$ cat src/rtl/basys_input_reader_if.sv
// Data-memory read bus between the processor and the input-port register window.
interface basys_input_reader_if;
  logic [31:0] ReadAdr;
  logic        ReadEn;
  logic [31:0] ReadData;
  logic        hit;

  modport master (output ReadAdr, ReadEn, input ReadData, hit);
  modport slave  (input ReadAdr, ReadEn, output ReadData, hit);
endinterface

$ cat src/rtl/basys_input_reader.sv
// Basys3 input port: synchronized switches, debounced buttons and sticky press flags
// exposed as three read-only words beside the data memory.
module basys_input_reader #(
  parameter int unsigned DEBOUNCE_CYCLES = 16,
  parameter logic [31:0] BASE_ADR        = 32'h0000_0100
) (
  input  logic                 clk,
  input  logic                 rst,
  input  logic [15:0]          sw,
  input  logic [4:0]           btn,
  basys_input_reader_if.slave  bus
);

  localparam int unsigned    CW      = (DEBOUNCE_CYCLES > 1) ? $clog2(DEBOUNCE_CYCLES) : 1;
  localparam logic [CW-1:0]  CNT_MAX = CW'(DEBOUNCE_CYCLES - 1);

  logic [15:0]   sw_m, sw_s;
  logic [4:0]    btn_m, btn_s, btn_db, db_next;
  logic [4:0]    press, press_next, rise, clr_mask;
  logic [CW-1:0] cnt      [5];
  logic [CW-1:0] cnt_next [5];
  logic [31:0]   rd_word;
  logic          sel_press;

  // Counter only runs while the synchronized input disagrees with the accepted state.
  always_comb begin
    db_next  = btn_db;
    cnt_next = cnt;
    for (int unsigned i = 0; i < 5; i++) begin
      if (btn_s[i] == btn_db[i]) begin
        cnt_next[i] = '0;
      end else if (cnt[i] == CNT_MAX) begin
        db_next[i]  = btn_s[i];
        cnt_next[i] = '0;
      end else begin
        cnt_next[i] = cnt[i] + CW'(1);
      end
    end
  end

  always_comb begin
    bus.hit = (bus.ReadAdr[31:4] == BASE_ADR[31:4]) &&
              (bus.ReadAdr[3:2] != 2'b11) &&
              (bus.ReadAdr[1:0] == 2'b00);
    rd_word = '0;
    case (bus.ReadAdr[3:2])
      2'b00:   rd_word = {16'b0, sw_s};
      2'b01:   rd_word = {27'b0, btn_db};
      2'b10:   rd_word = {27'b0, press};
      default: rd_word = '0;
    endcase
    bus.ReadData = bus.hit ? rd_word : '0;
  end

  // Clear only what the load returned; a new rising edge on the same cycle survives.
  always_comb begin
    sel_press  = bus.hit && (bus.ReadAdr[3:2] == 2'b10);
    rise       = db_next & ~btn_db;
    clr_mask   = (bus.ReadEn && sel_press) ? press : '0;
    press_next = (press & ~clr_mask) | rise;
  end

  always_ff @(posedge clk or posedge rst) begin
    if (rst) begin
      sw_m   <= '0;
      sw_s   <= '0;
      btn_m  <= '0;
      btn_s  <= '0;
      btn_db <= '0;
      press  <= '0;
      for (int unsigned i = 0; i < 5; i++) cnt[i] <= '0;
    end else begin
      sw_m   <= sw;
      sw_s   <= sw_m;
      btn_m  <= btn;
      btn_s  <= btn_m;
      btn_db <= db_next;
      press  <= press_next;
      for (int unsigned i = 0; i < 5; i++) cnt[i] <= cnt_next[i];
    end
  end

endmodule

$ cat src/flat_wrapper.sv
// flat-port wrapper written by rule: the top's interface ports become plain ports
module basys_input_reader_flat 
#(
  parameter int unsigned DEBOUNCE_CYCLES = 16,
  parameter logic [31:0] BASE_ADR        = 32'h0000_0100
)
  (clk, rst, sw, btn, bus_ReadAdr, bus_ReadEn, bus_ReadData, bus_hit);
  basys_input_reader_if bus_i ();
  input  logic clk;
  input  logic rst;
  input  logic [15:0] sw;
  input  logic [4:0] btn;
  input wire logic [$bits(bus_i.ReadAdr)-1:0] bus_ReadAdr;
  input wire logic [$bits(bus_i.ReadEn)-1:0] bus_ReadEn;
  output wire logic [$bits(bus_i.ReadData)-1:0] bus_ReadData;
  output wire logic [$bits(bus_i.hit)-1:0] bus_hit;
  assign bus_i.ReadAdr = bus_ReadAdr;
  assign bus_i.ReadEn = bus_ReadEn;
  assign bus_ReadData = bus_i.ReadData;
  assign bus_hit = bus_i.hit;
  basys_input_reader #(.DEBOUNCE_CYCLES(DEBOUNCE_CYCLES), .BASE_ADR(BASE_ADR)) u_core (.clk(clk), .rst(rst), .sw(sw), .btn(btn), .bus(bus_i));
endmodule
$ cat config.mk
export PLATFORM = sky130hd
export DESIGN_NAME = basys_input_reader_flat
export DESIGN_NICKNAME = d
export VERILOG_FILES = /design/src/rtl/basys_input_reader_if.sv /design/src/rtl/basys_input_reader.sv /design/src/flat_wrapper.sv
export SDC_FILE = /design/constraint.sdc
export NUM_CORES = 1
export LEC_CHECK = 0
export CORE_MARGIN = 10
export CORE_UTILIZATION = 49
export CTS_CLUSTER_DIAMETER = 100
export DETAILED_ROUTE_END_ITERATION = 8
export GPL_TIMING_DRIVEN = 0
export PLACE_DENSITY_LB_ADDON = 0.1
export SLEW_MARGIN = 20
export SYNTH_ARGS = -nofsm -noshare
export SYNTH_HDL_FRONTEND = slang
export SYNTH_SLANG_ARGS = --single-unit
$ cat constraint.sdc
create_clock -name clk -period 5.05 [get_ports clk]
set_clock_uncertainty 0.2 [all_clocks]
set_input_delay 0.505 -clock clk [delete_from_list [all_inputs] [get_ports clk]]
set_output_delay 0.505 -clock clk [all_outputs]
set_load 0.05 [all_outputs]
==> results of run 1 <==
layer usage:
metal | GRT usage (%) | up-vias
met5 | 0 | -
met4 | 5.53 | 0
met3 | 7.15 | 7
met2 | 20.3 | 86
met1 | 16.2 | 868
li1 | - | 927
worst max-delay path, delay by kind of cell:
family | cells | cell delay, ns
AND/OR/NAND/NOR | 4 | 1.06
buffers and inverters | 3 | 1.45
report_power, final:
| group | total [mW] | switching, mW | leakage, nW | internal (mW) |
|---|---|---|---|---|
| Combinational | 0.127 | 0.0625 | 0.698 | 0.0642 |
| Sequential | 0.618 | 0.0152 | 0.870 | 0.603 |
| Clock | 0.557 | 0.203 | 0.126 | 0.354 |
| Total | 1.30 | 0.281 | 1.69 | 1.02 |
cells in the final DEF (no fill, tap or decap), types with 5 or more instances in the layout:
master | Yosys | layout
sky130_fd_sc_hd__a21oi_1 | 13 | 13
sky130_fd_sc_hd__a311oi_1 | 5 | 5
sky130_fd_sc_hd__and2_1 | 11 | 11
sky130_fd_sc_hd__buf_4 | 17 | 17
sky130_fd_sc_hd__clkbuf_8 | 0 | 11
sky130_fd_sc_hd__clkdlybuf4s50_1 | 0 | 70
sky130_fd_sc_hd__conb_1 | 1 | 16
sky130_fd_sc_hd__dfrtp_1 | 72 | 72
sky130_fd_sc_hd__ha_1 | 5 | 5
sky130_fd_sc_hd__mux2_2 | 5 | 5
sky130_fd_sc_hd__mux2i_1 | 5 | 5
sky130_fd_sc_hd__nand2b_1 | 5 | 5
sky130_fd_sc_hd__nand3_1 | 5 | 5
sky130_fd_sc_hd__nor2_1 | 11 | 11
sky130_fd_sc_hd__nor2b_1 | 6 | 6
sky130_fd_sc_hd__nor3_1 | 5 | 5
sky130_fd_sc_hd__nor4_1 | 6 | 6
sky130_fd_sc_hd__o21ai_0 | 5 | 5
sky130_fd_sc_hd__o31ai_1 | 5 | 5
sky130_fd_sc_hd__xnor2_1 | 10 | 10
state kept, by name, indices dropped and copies added (netlist names):
register / count
u_core.btn_m: 5
u_core.cnt: 20
u_core.sw_m: 16
u_core.btn_s: 5
u_core.btn_db: 5
u_core.press: 5
u_core.sw_s: 16
per-stage QoR:
stage	instances	setup slack [ns]	power, mW	hold slack, ns	utilization (%)
2_1_floorplan	233	2.07	0.700	0.131	-
3_3_place_gp	375	1.34	0.751	0.131	65.8
3_5_place_dp	376	1.27	0.756	0.135	66.2
4_1_cts	392	1.23	1.32	0.152	70.8
5_1_grt	392	1.15	1.36	0.154	70.8
6_report	392	1.33	1.30	0.147	70.8
kinds of logic (layout without fill, tap and decap cells):
logic type / after synthesis / after routing / share of synthesized area [%]
fa+ha+maj: 5 / 5 / 2.24
xor+xnor: 10 / 10 / 3.13
flops: 72 / 72 / 64.4
mux: 10 / 10 / 3.80
simple gates: 59 / 59 / 12.4
buf+inv: 26 / 113 / 6.17
compound gates: 35 / 35 / 7.78
other cells: 1 / 16 / 0.134
area by class of cell:
cell class / count / area share [%]
plain buffers: 21 / 3.92
inverters: 5 / 0.542
flip-flops and latches: 72 / 45.9
well taps: 72 / 2.30
clock buffers: 11 / 3.86
repair buffers: 71 / 18.4
clock inverters: 5 / 2.62
multi-input cells: 135 / 22.5
worst paths after layout:
kind                       slack [ns]                    endpoint  cells past startpoint                startpoint
setup / recovery                 1.33            bus_ReadData[11]                      7            bus_ReadAdr[4]
hold / removal                   0.15    u_core.sw_s[8]$_DFF_PP0_                      0  u_core.sw_m[8]$_DFF_PP0_
setup reg to reg                 3.57  u_core.btn_db[1]$_DFF_PP0_                      3  u_core.cnt[12]$_DFF_PP0_
hold reg to reg                  0.15    u_core.sw_s[8]$_DFF_PP0_                      0  u_core.sw_m[8]$_DFF_PP0_
max in group asynchronous        3.77   u_core.sw_m[10]$_DFF_PP0_                      3                       rst
min in group asynchronous        0.34  u_core.btn_db[0]$_DFF_PP0_                      2                       rst
==> results.txt, run 1 <==
The cell count after synthesis came out at 218. For this run, the leading register cell type out of synthesis is sky130_fd_sc_hd__dfrtp_1. The top routing layer in use is met4.

The first global-routing pass estimated 9560 um of wire. Max-cap violations in this run came to 0. The final net count is 376. The share of post-route cells with drive strength above 1 is 14.4%. The number of register bits inferred by synthesis is 72. Global routing used 13.6% of the available tracks across all layers.

The initial core utilization is 50.5%. Walking the worst path, the cells encountered are clkdlybuf4s50_1, nor4b_1, nand4_1, nor4_2, buf_4, and2_1, clkdlybuf4s50_1. The buffer levels on the longest clock path came out at 2.

The number of search-and-repair iterations in the first detailed-routing pass is 5. The met3 wire length is 681 um. For this block, the initial DRC count from the detailed router was 99.

The number of core rows is 27. The category of the most critical setup path is in2out. The area of the die came out at 0.00914 mm^2.

The mean routed wirelength per cell is 14.7 um. For the final routed database, the setup TNS stands at 0 ns. For the pin with the worst max-slew slack, the measured transition is 0.545 ns. Clock tree synthesis found a total of 72 sinks. The number of global-route vias before repair came out at 1975. The number of antenna repair diodes is 0.

The number of warnings printed during yosys synthesis came out at 0. Counting instances in the post-synthesis netlist gives the leading cell types as 72 x sky130_fd_sc_hd__dfrtp_1, 17 x sky130_fd_sc_hd__buf_4, 13 x sky130_fd_sc_hd__a21oi_1, 11 x sky130_fd_sc_hd__and2_1, 11 x sky130_fd_sc_hd__nor2_1. The required time of the critical path is 4.35 ns.

The area growth from synthesis to layout came out at 40.1%. The library cell with the largest summed area after synthesis is sky130_fd_sc_hd__dfrtp_1. The clock root buffer master is sky130_fd_sc_hd__clkbuf_8. By instance count, the cell type seen most on the critical path is sky130_fd_sc_hd__clkdlybuf4s50_1. The initial antenna violation count came out at 0.

In this run the tool buffered the top-level ports with 70 buffer cells. Summing all multi-input logic gate instances after layout gives 881 um^2. The share of the clock period used by the worst path after layout came out at 73.7%. The final RePlAce weighted congestion came out at 0.826.

In this run, CTS created clock tree buffers numbering 9. The area of the core is 0.00554 mm^2. The arrival time reported for the critical path endpoint came out at 3.02 ns.

The count of final setup violators came out at 0. STA classifies the critical path endpoint as an output pin. The share of the yosys chip area belonging to registers is 64.4%. The detailed router put a total of 2550 um of wire on met1.

The clock-pin slew of the registers on the worst-case setup and hold paths came out at 0.07 ns. For this design, the slowest cell found on the critical path is sky130_fd_sc_hd__clkdlybuf4s50_1. By area the synthesized netlist is led by sky130_fd_sc_hd__dfrtp_1 64%, sky130_fd_sc_hd__buf_4 4.6%, sky130_fd_sc_hd__xnor2_1 3.1%. The total leakage power is 1.69 nW. The die height is 95.6 um. Summing all flip-flop and latch instances after layout gives 0.00180 mm^2.

The run finished with clean final reports. The number of synthesized flops with an enable pin came out at 0. TritonCTS built the clock tree. Fill cells in the final layout number 412.

The number of failing hold endpoints at the final stage came out at 0. The share of async-settable or async-resettable flops after synthesis came out at 100%. The post-detailed-route count of antenna-violating nets came out at 0. The area of all placed cells without fillers is 0.00392 mm^2. The largest fanout on the critical path came out at 10. Summing all placed instances gives a cell area of 0.00367 mm^2. The number of instances resized during post-cts repair is 0. In this run the count of I/O pins placed on the die edge is 89. STA classifies the critical path startpoint as an input pin.

Yosys instantiated no cell more often than sky130_fd_sc_hd__dfrtp_1. The highest clock rate is 269 MHz. The half-perimeter wire length of the detailed placement result is 4400 um. The horizontal die dimension came out at 95.6 um. The mean number of vias per cell came out at 4.82. The tightest slew margin relative to the limit came out at 63.6%. The number of setup buffers added after CTS is 0. The mean cell area of the mapped netlist came out at 12.8 um^2.

The cell area after synthesis came out at 0.00280 mm^2. The hold buffer count at CTS is 0. The fraction of post-synthesis cell area in the top cell type by area came out at 64.4%.

The final routed wirelength across all metal layers is 5770 um. The min-delay analysis places its worst path in the category reg2reg. Power spread over the standard cell area amounts to 332 mW/mm^2. The count of unique library cells instantiated by Yosys came out at 31. The via count is 1888. The maximum level of the CTS H-tree is 3. The count of pins over their slew limit came out at 0. The delay of the slowest cell on the worst path came out at 0.82 ns. The largest net degree at the start of global routing came out at 39. The total DRC errors in the routed layout came out at 0. The detailed route wirelength on metal2 is 2460 um.

Setup repair after global routing left no endpoint under its margin. The worst path in the final design needs a cycle of 3.72 ns, including I/O delays and setup. The latest clock arrival within the worst-skew pair came out at 0.34 ns. After global routing the overflow that remains totals 0. IR analysis of the VDD net gives a maximum drop of 367 uV.
No activity file was read; power rests on OpenSTA's default activity.
==> run 2: changes to the inputs <==
CORE_UTILIZATION = 46   (was 49)
clock period = 3.6 ns   (was 5.05 ns; I/O delays follow)
==> run 2 against run 1 <==
  * Total power rose by 30%
  * Utilization down 5.2 points
  * Clock power grew 17%
  * Critical path depth unchanged
  * First-iteration DRC count down 40%
  * Wire length is 0.12% higher
  * Global-route usage shrank 1.1 points
  * Cell count up 0.51%
  * Final area fell by 0.92%
  * Hold slack lost 0.0083 ns
  * Combinational power up 40%
  * Largest cell class unchanged
==> results.txt, run 2 (synthesis results as in run 1) <==
The count of final setup violators came out at 0 (unchanged). The initial antenna violation count came to 1 (+1). The final routed wirelength across all metal layers came to 5780 um (+0.12%). The number of antenna repair diodes came out at 0 (unchanged). The worst vdd rail ir drop came to 380 uV (+3.6%).

The CTS buffer count came out at 9 (unchanged). The clock-pin slew of the registers on the worst-case setup and hold paths came out at 0.07 ns (about the same). The reported max-cap violation count was 0 (unchanged). The area of all placed cells without fillers came out at 0.00389 mm^2 (-0.92%). Walking the worst path, the cells encountered are clkdlybuf4s50_1, nor4b_1, nand4_1, nor4_2, buf_4, and2_1, clkdlybuf4s50_1. In the final layout, the registers with the most flip-flops are u_core.cnt (20), u_core.sw_m (16), u_core.sw_s (16). Leaving out fill and tap cells, the most frequent cells in the layout are 72 x sky130_fd_sc_hd__dfrtp_1, 70 x sky130_fd_sc_hd__clkdlybuf4s50_1, 17 x sky130_fd_sc_hd__buf_4. The flip-flop count of the largest register, all copies and words added came to 20 (unchanged). The arrival time reported for the critical path endpoint came out at 2.77 ns (-0.25 ns). The number of failing hold endpoints at the final stage is 0 (unchanged). The total DRC errors in the routed layout is 0 (unchanged). Among all stages on the critical path, the largest delay is contributed by sky130_fd_sc_hd__clkdlybuf4s50_1. The number of buffers inserted by port buffering is 70 (unchanged).

The tightest slew margin relative to the limit is 64.4% (+0.84 points). The largest fanout on the critical path came to 10 (unchanged). The library cell used most frequently in the layout, excluding fill and tap cells, is sky130_fd_sc_hd__dfrtp_1.

The number of placed I/O pins is 89 (unchanged). The share of the clock period used by the worst path after layout came out at 92.6%. The minimum period implied by the final worst setup slack came out at 3.33 ns. Setup repair after global routing left no endpoint under its margin. The kind of end point of the critical path is an output pin. The hold buffer count at CTS is 0 (unchanged). The largest net degree at the start of global routing is 48 (+23%).

The final RePlAce weighted congestion is 0.741 (-10%). The die height came out at 98.0 um (+2.5%). The area of the die is 0.00960 mm^2 (+5.1%). The nature of the critical path startpoint is an input pin. The area growth from synthesis to layout is 38.8%. The instance area at placement is 0.00368 mm^2 (+0.31%).

The setup path with the least slack is of type in2out. The final net count came to 376 (unchanged). TritonCTS built the clock tree. The iteration-0 DRC count of the detailed router came out at 59 (-40%). The share of post-route cells with drive strength above 1 is 13.8% (-0.58 points). The worst hold slack across all endpoints came to 0.139 ns (-0.00835 ns). The half-perimeter wire length of the detailed placement result came out at 4400 um (about the same). The total global-route track usage came to 12.5% (-1.1 points). The summed negative setup slack over all endpoints is 0 ns (unchanged). The total setup buffers inserted after CTS is 0 (unchanged). The number of instances resized during post-cts repair is 0 (unchanged). The horizontal die dimension is 98.0 um (+2.5%). Counting flops per register, the top entry is u_core.cnt.

The highest clock rate came out at 300 MHz. The power per standard cell area came to 436 mW/mm^2 (+31%). The delay of the slowest cell on the worst path came out at 0.81 ns (about the same). The via count is 1869 (-1.0%).

The buffer and inverter count on the worst path came out at 3 (unchanged). The total leakage power came out at 1.67 nW (-1.2%). The wire length of the first global-routing pass came out at 9690 um (+1.4%). The cell sitting at the root of the clock tree is a sky130_fd_sc_hd__clkbuf_8. The number of core rows came out at 28 (+3.7%).

The fill cell total of the finished layout came out at 466 (+13%). The family with the most delay on the worst path is buffers and inverters. The overall overflow remaining after global route is 0 (unchanged). The count of pins over their slew limit is 0 (unchanged).

The buffer levels on the longest clock path came out at 2 (unchanged). The mean number of vias per cell came out at 4.74 (-1.5%). The mean routed wirelength per cell was 14.7 um (-0.39%). The number of sinks on the clock net came out at 72 (unchanged). The class of the tightest hold or removal check is in2async.

The maximum level of the CTS H-tree is 3 (unchanged). The post-detailed-route count of antenna-violating nets is 0 (unchanged). The required time of the critical path is 3.04 ns (-1.31 ns). The flow ran to the end, and the final reports show no timing, DRC or antenna violations. The cell repeated most along the worst path is sky130_fd_sc_hd__clkdlybuf4s50_1. The initial core utilization was 47.3% (-3.2 points). The latest clock arrival within the worst-skew pair came out at 0.34 ns (about the same). The number of search-and-repair iterations in the first detailed-routing pass came to 4 (-1). The number of global-route vias before repair came to 1944 (-1.6%). The total power was 1.70 mW (+30%). The area of the core is 0.00592 mm^2 (+6.9%). The transition time of the tightest slew-check pin came out at 0.532 ns (-0.0125 ns).
[run 2: changes by cell type in the layout (fill, tap and decap cells not counted)]
cell	previous run	this run
sky130_fd_sc_hd__buf_16	0	1
sky130_fd_sc_hd__clkbuf_1	0	1
sky130_fd_sc_hd__buf_12	1	0
sky130_fd_sc_hd__bufinv_16	3	1
sky130_fd_sc_hd__clkbuf_8	11	12
sky130_fd_sc_hd__clkinv_2	1	0
[run 2: worst register-to-register path, cell delays in order, from the launching register on]
cell and delay [ns]:
sky130_fd_sc_hd__dfrtp_1 0.41, sky130_fd_sc_hd__ha_1 0.27, sky130_fd_sc_hd__nand3_1 0.13, sky130_fd_sc_hd__mux2_2 0.35
[run 2: report_power, final]
part           internal [mW]  switching [mW]
Clock                  0.373           0.277
Combinational         0.0908          0.0869
Sequential             0.846          0.0214
[run 2: per-stage QoR]
stage / std cells / setup slack, ns / util (%)
after global placement: 378 / 0.111 / 61.6
after detailed placement: 379 / 0.208 / 62.2
after global routing: 394 / 0.0759 / 65.6
after floorplan: 233 / 0.912 / -
final: 394 / 0.266 / 65.6
after CTS: 394 / 0.198 / 65.6
[run 2: metal layers]
metal | up-vias | global-route usage [%] | wire (um)
met1 | 868 | 15.9 | 2580
li1 | 925 | - | -
met2 | 65 | 18.0 | 2630
met4 | 2 | 6.38 | 98
met3 | 9 | 4.93 | 453
met5 | - | 0 | 20
[run 2: final timing paths]
kind	startpoint	endpoint	slack, ns	depth (start not counted)
hold reg to reg	u_core.btn_m[1]$_DFF_PP0_	u_core.btn_s[1]$_DFF_PP0_	0.14	0
max in group asynchronous	rst	u_core.btn_m[1]$_DFF_PP0_	2.54	3
setup / recovery	bus_ReadAdr[4]	bus_ReadData[5]	0.27	7
setup reg to reg	u_core.cnt[4]$_DFF_PP0_	u_core.btn_db[3]$_DFF_PP0_	2.12	3
hold / removal	rst	u_core.sw_s[9]$_DFF_PP0_	0.14	2
min in group clk	u_core.btn_m[1]$_DFF_PP0_	u_core.btn_s[1]$_DFF_PP0_	0.14	0
[run 2: final cells by class]
class	instances	area (um^2)	area share [%]
Multi-Input combinational cell	135	881	22.7
Clock inverter	2	37.5	0.966
Timing Repair Buffer	71	728	18.7
Clock buffer	13	169	4.35
Sequential cell	72	1800	46.4
Inverter	5	21.3	0.547
Buffer	21	154	3.96
Tap cell	75	93.8	2.41
==> patch, RTL diff (config.mk and constraints of run 1) <==
`DEBOUNCE_CYCLES` is set to 16 in 2 places; all go to 8.
--- a/src/rtl/basys_input_reader.sv
+++ b/src/rtl/basys_input_reader.sv
@@ -1,7 +1,7 @@
 // Basys3 input port: synchronized switches, debounced buttons and sticky press flags
 // exposed as three read-only words beside the data memory.
 module basys_input_reader #(
-  parameter int unsigned DEBOUNCE_CYCLES = 16,
+  parameter int unsigned DEBOUNCE_CYCLES = 8,
   parameter logic [31:0] BASE_ADR        = 32'h0000_0100
 ) (
   input  logic                 clk,
--- a/src/flat_wrapper.sv
+++ b/src/flat_wrapper.sv
@@ -1,7 +1,7 @@
 // flat-port wrapper written by rule: the top's interface ports become plain ports
 module basys_input_reader_flat 
 #(
-  parameter int unsigned DEBOUNCE_CYCLES = 16,
+  parameter int unsigned DEBOUNCE_CYCLES = 8,
   parameter logic [31:0] BASE_ADR        = 32'h0000_0100
 )
   (clk, rst, sw, btn, bus_ReadAdr, bus_ReadEn, bus_ReadData, bus_hit);
Behaviour: no difference found for any inputs over 10 cycles, from zero or initial values and one cycle with rst high; that may be too few to reach the edited logic, so the function may still have changed.
==> patch against run 1 <==
  * Power is 4.9% lower
  * Cell count is 7.9% lower
  * Routed wire length down 9.2%
  * Synthesized cell count decreased by 13%
  * Sequential cell count is 5 lower
  * Critical path type unchanged
  * Largest power group unchanged
  * Synthesized area fell by 10%
  * Setup slack better by 120 ps
  * Cell area shrank 9.7%
  * Register-to-register slack improved by 140 ps
==> patch: results (changes against run 1) <==
metric;value;unit;change
status;completed;;
grt_usage;13.0;%;-0.58 points
cp.arrival;2900;ps;-120 ps
grt_start_max_net_pins;45;;+15%
tightestPinTransition;546;ps;+0.894 ps
clk_share;4.52;%;-2.0 points
multiInputGateArea;718;sq um;-18%
synth_seq_cells;67;;-6.9%
setup.worst_path.start;bus_ReadAdr[17];;
grt_pass1_wl;8.70;mm;-9.0%
drt_iter0_drc;111;;+12%
netlist-cell-type-count;25;;-19%
coreArea;5040;sq um;-9.0%
fmax;278;MHz;+3.4%
buffer_area_share;24.7;%;+2.4 points
place_congestion;0.822;;-0.46%
layout-drive-gt1-share;13.1;%;-1.3 points
synth_area_leaders;dfrtp_1 (67%), buf_4 (5.1%), ha_1 (5.0%), and2_1 (4.2%), mux2i_1 (2.0%);;
r2r-end;u_core.btn_db[0]$_DFF_PP0_;;
final.clkbuf_count;12;;+1
power_clock;0.362;mW;-35%
r2r_cells;4;;+1
pre_cts_ws;1420;ps;+156 ps
worstPathMaxFanout;10;;unchanged
fillCellCount;384;;-6.8%
met2_length;2.33;mm;-5.2%
wirelength_met1;2.45;mm;-4.0%
internal-power;0.915;mW;-10%
seq_share;47.3;%;+1.4 points
vdd_drop_max;0.319;mV;-13%
num_vias;1626;;-14%
fin_nets;353;;-6.1%
wl_per_cell;14.5;um;-1.4%
insertion_delay;320;ps;-20 ps
seq_area_frac_synth;66.7;%;+2.3 points
synthTopCellsByCount;dfrtp_1 (67), and2_1 (17), buf_4 (17);;
inverters;6;;+1
first_pass_iters;4;;-1
wl_met3;429;um;-37%
placed_cell_area;3380;sq um;-7.8%
p_leak;1.60;nW;-5.8%
multi_input_gates;111;;-18%
crit_path_end;bus_ReadData[12];;
wirelength;5.24;mm;-9.2%
top_regs;u_core.sw_m: 16 flops, u_core.sw_s: 16 flops, u_core.cnt: 15 flops;;
place_hpwl;4.14;mm;-5.9%
==> patch: kinds of logic (layout without fill, tap and decap cells) <==
family | count (synthesis) | in the layout | synth area share [%]
other | 1 | 16 | 0.149
adders and majority gates | 10 | 10 | 4.98
DFF | 67 | 67 | 66.7
AOI/OAI and AO/OA | 21 | 21 | 4.98
and+or+nand+nor | 54 | 54 | 12.5
xor gates and xnor gates | 5 | 5 | 1.74
muxes | 5 | 5 | 1.99
buffers and inverters | 27 | 113 | 7.01
==> patch: worst min path at each step <==
stage                                    startpoint                        end  slack [ps]  cells after the start
after floorplan           u_core.btn_m[0]$_DFF_PP0_  u_core.btn_s[0]$_DFF_PP0_         130                      0
after global placement     u_core.sw_m[9]$_DFF_PP0_   u_core.sw_s[9]$_DFF_PP0_         130                      0
after detailed placement  u_core.sw_m[13]$_DFF_PP0_  u_core.sw_s[13]$_DFF_PP0_         140                      0
after CTS                 u_core.sw_m[13]$_DFF_PP0_  u_core.sw_s[13]$_DFF_PP0_         150                      0
after global routing      u_core.sw_m[13]$_DFF_PP0_  u_core.sw_s[13]$_DFF_PP0_         150                      0
final                     u_core.btn_m[3]$_DFF_PP0_  u_core.btn_s[3]$_DFF_PP0_         150                      0
==> patch: routing by layer <==
| layer | global-route usage (%) | vias up |
|---|---|---|
| met1 | 15.9 | 752 |
| met3 | 5.54 | 3 |
| met2 | 20.1 | 73 |
| li1 | - | 798 |
| met5 | 0 | - |
| met4 | 4.70 | 0 |
==> patch: through the flow <==
stage               power (mW)  utilization (%)
CTS                       1.25             70.2
floorplan                0.806                -
global placement         0.872             66.6
global route              1.32             70.2
detailed placement       0.889             67.1
finish                    1.24             70.2
==> patch: worst max-delay path: cells and delay by family <==
family	cells	cell delay (ps)
and+or+nand+nor	4	950
buffers and inverters	3	1440
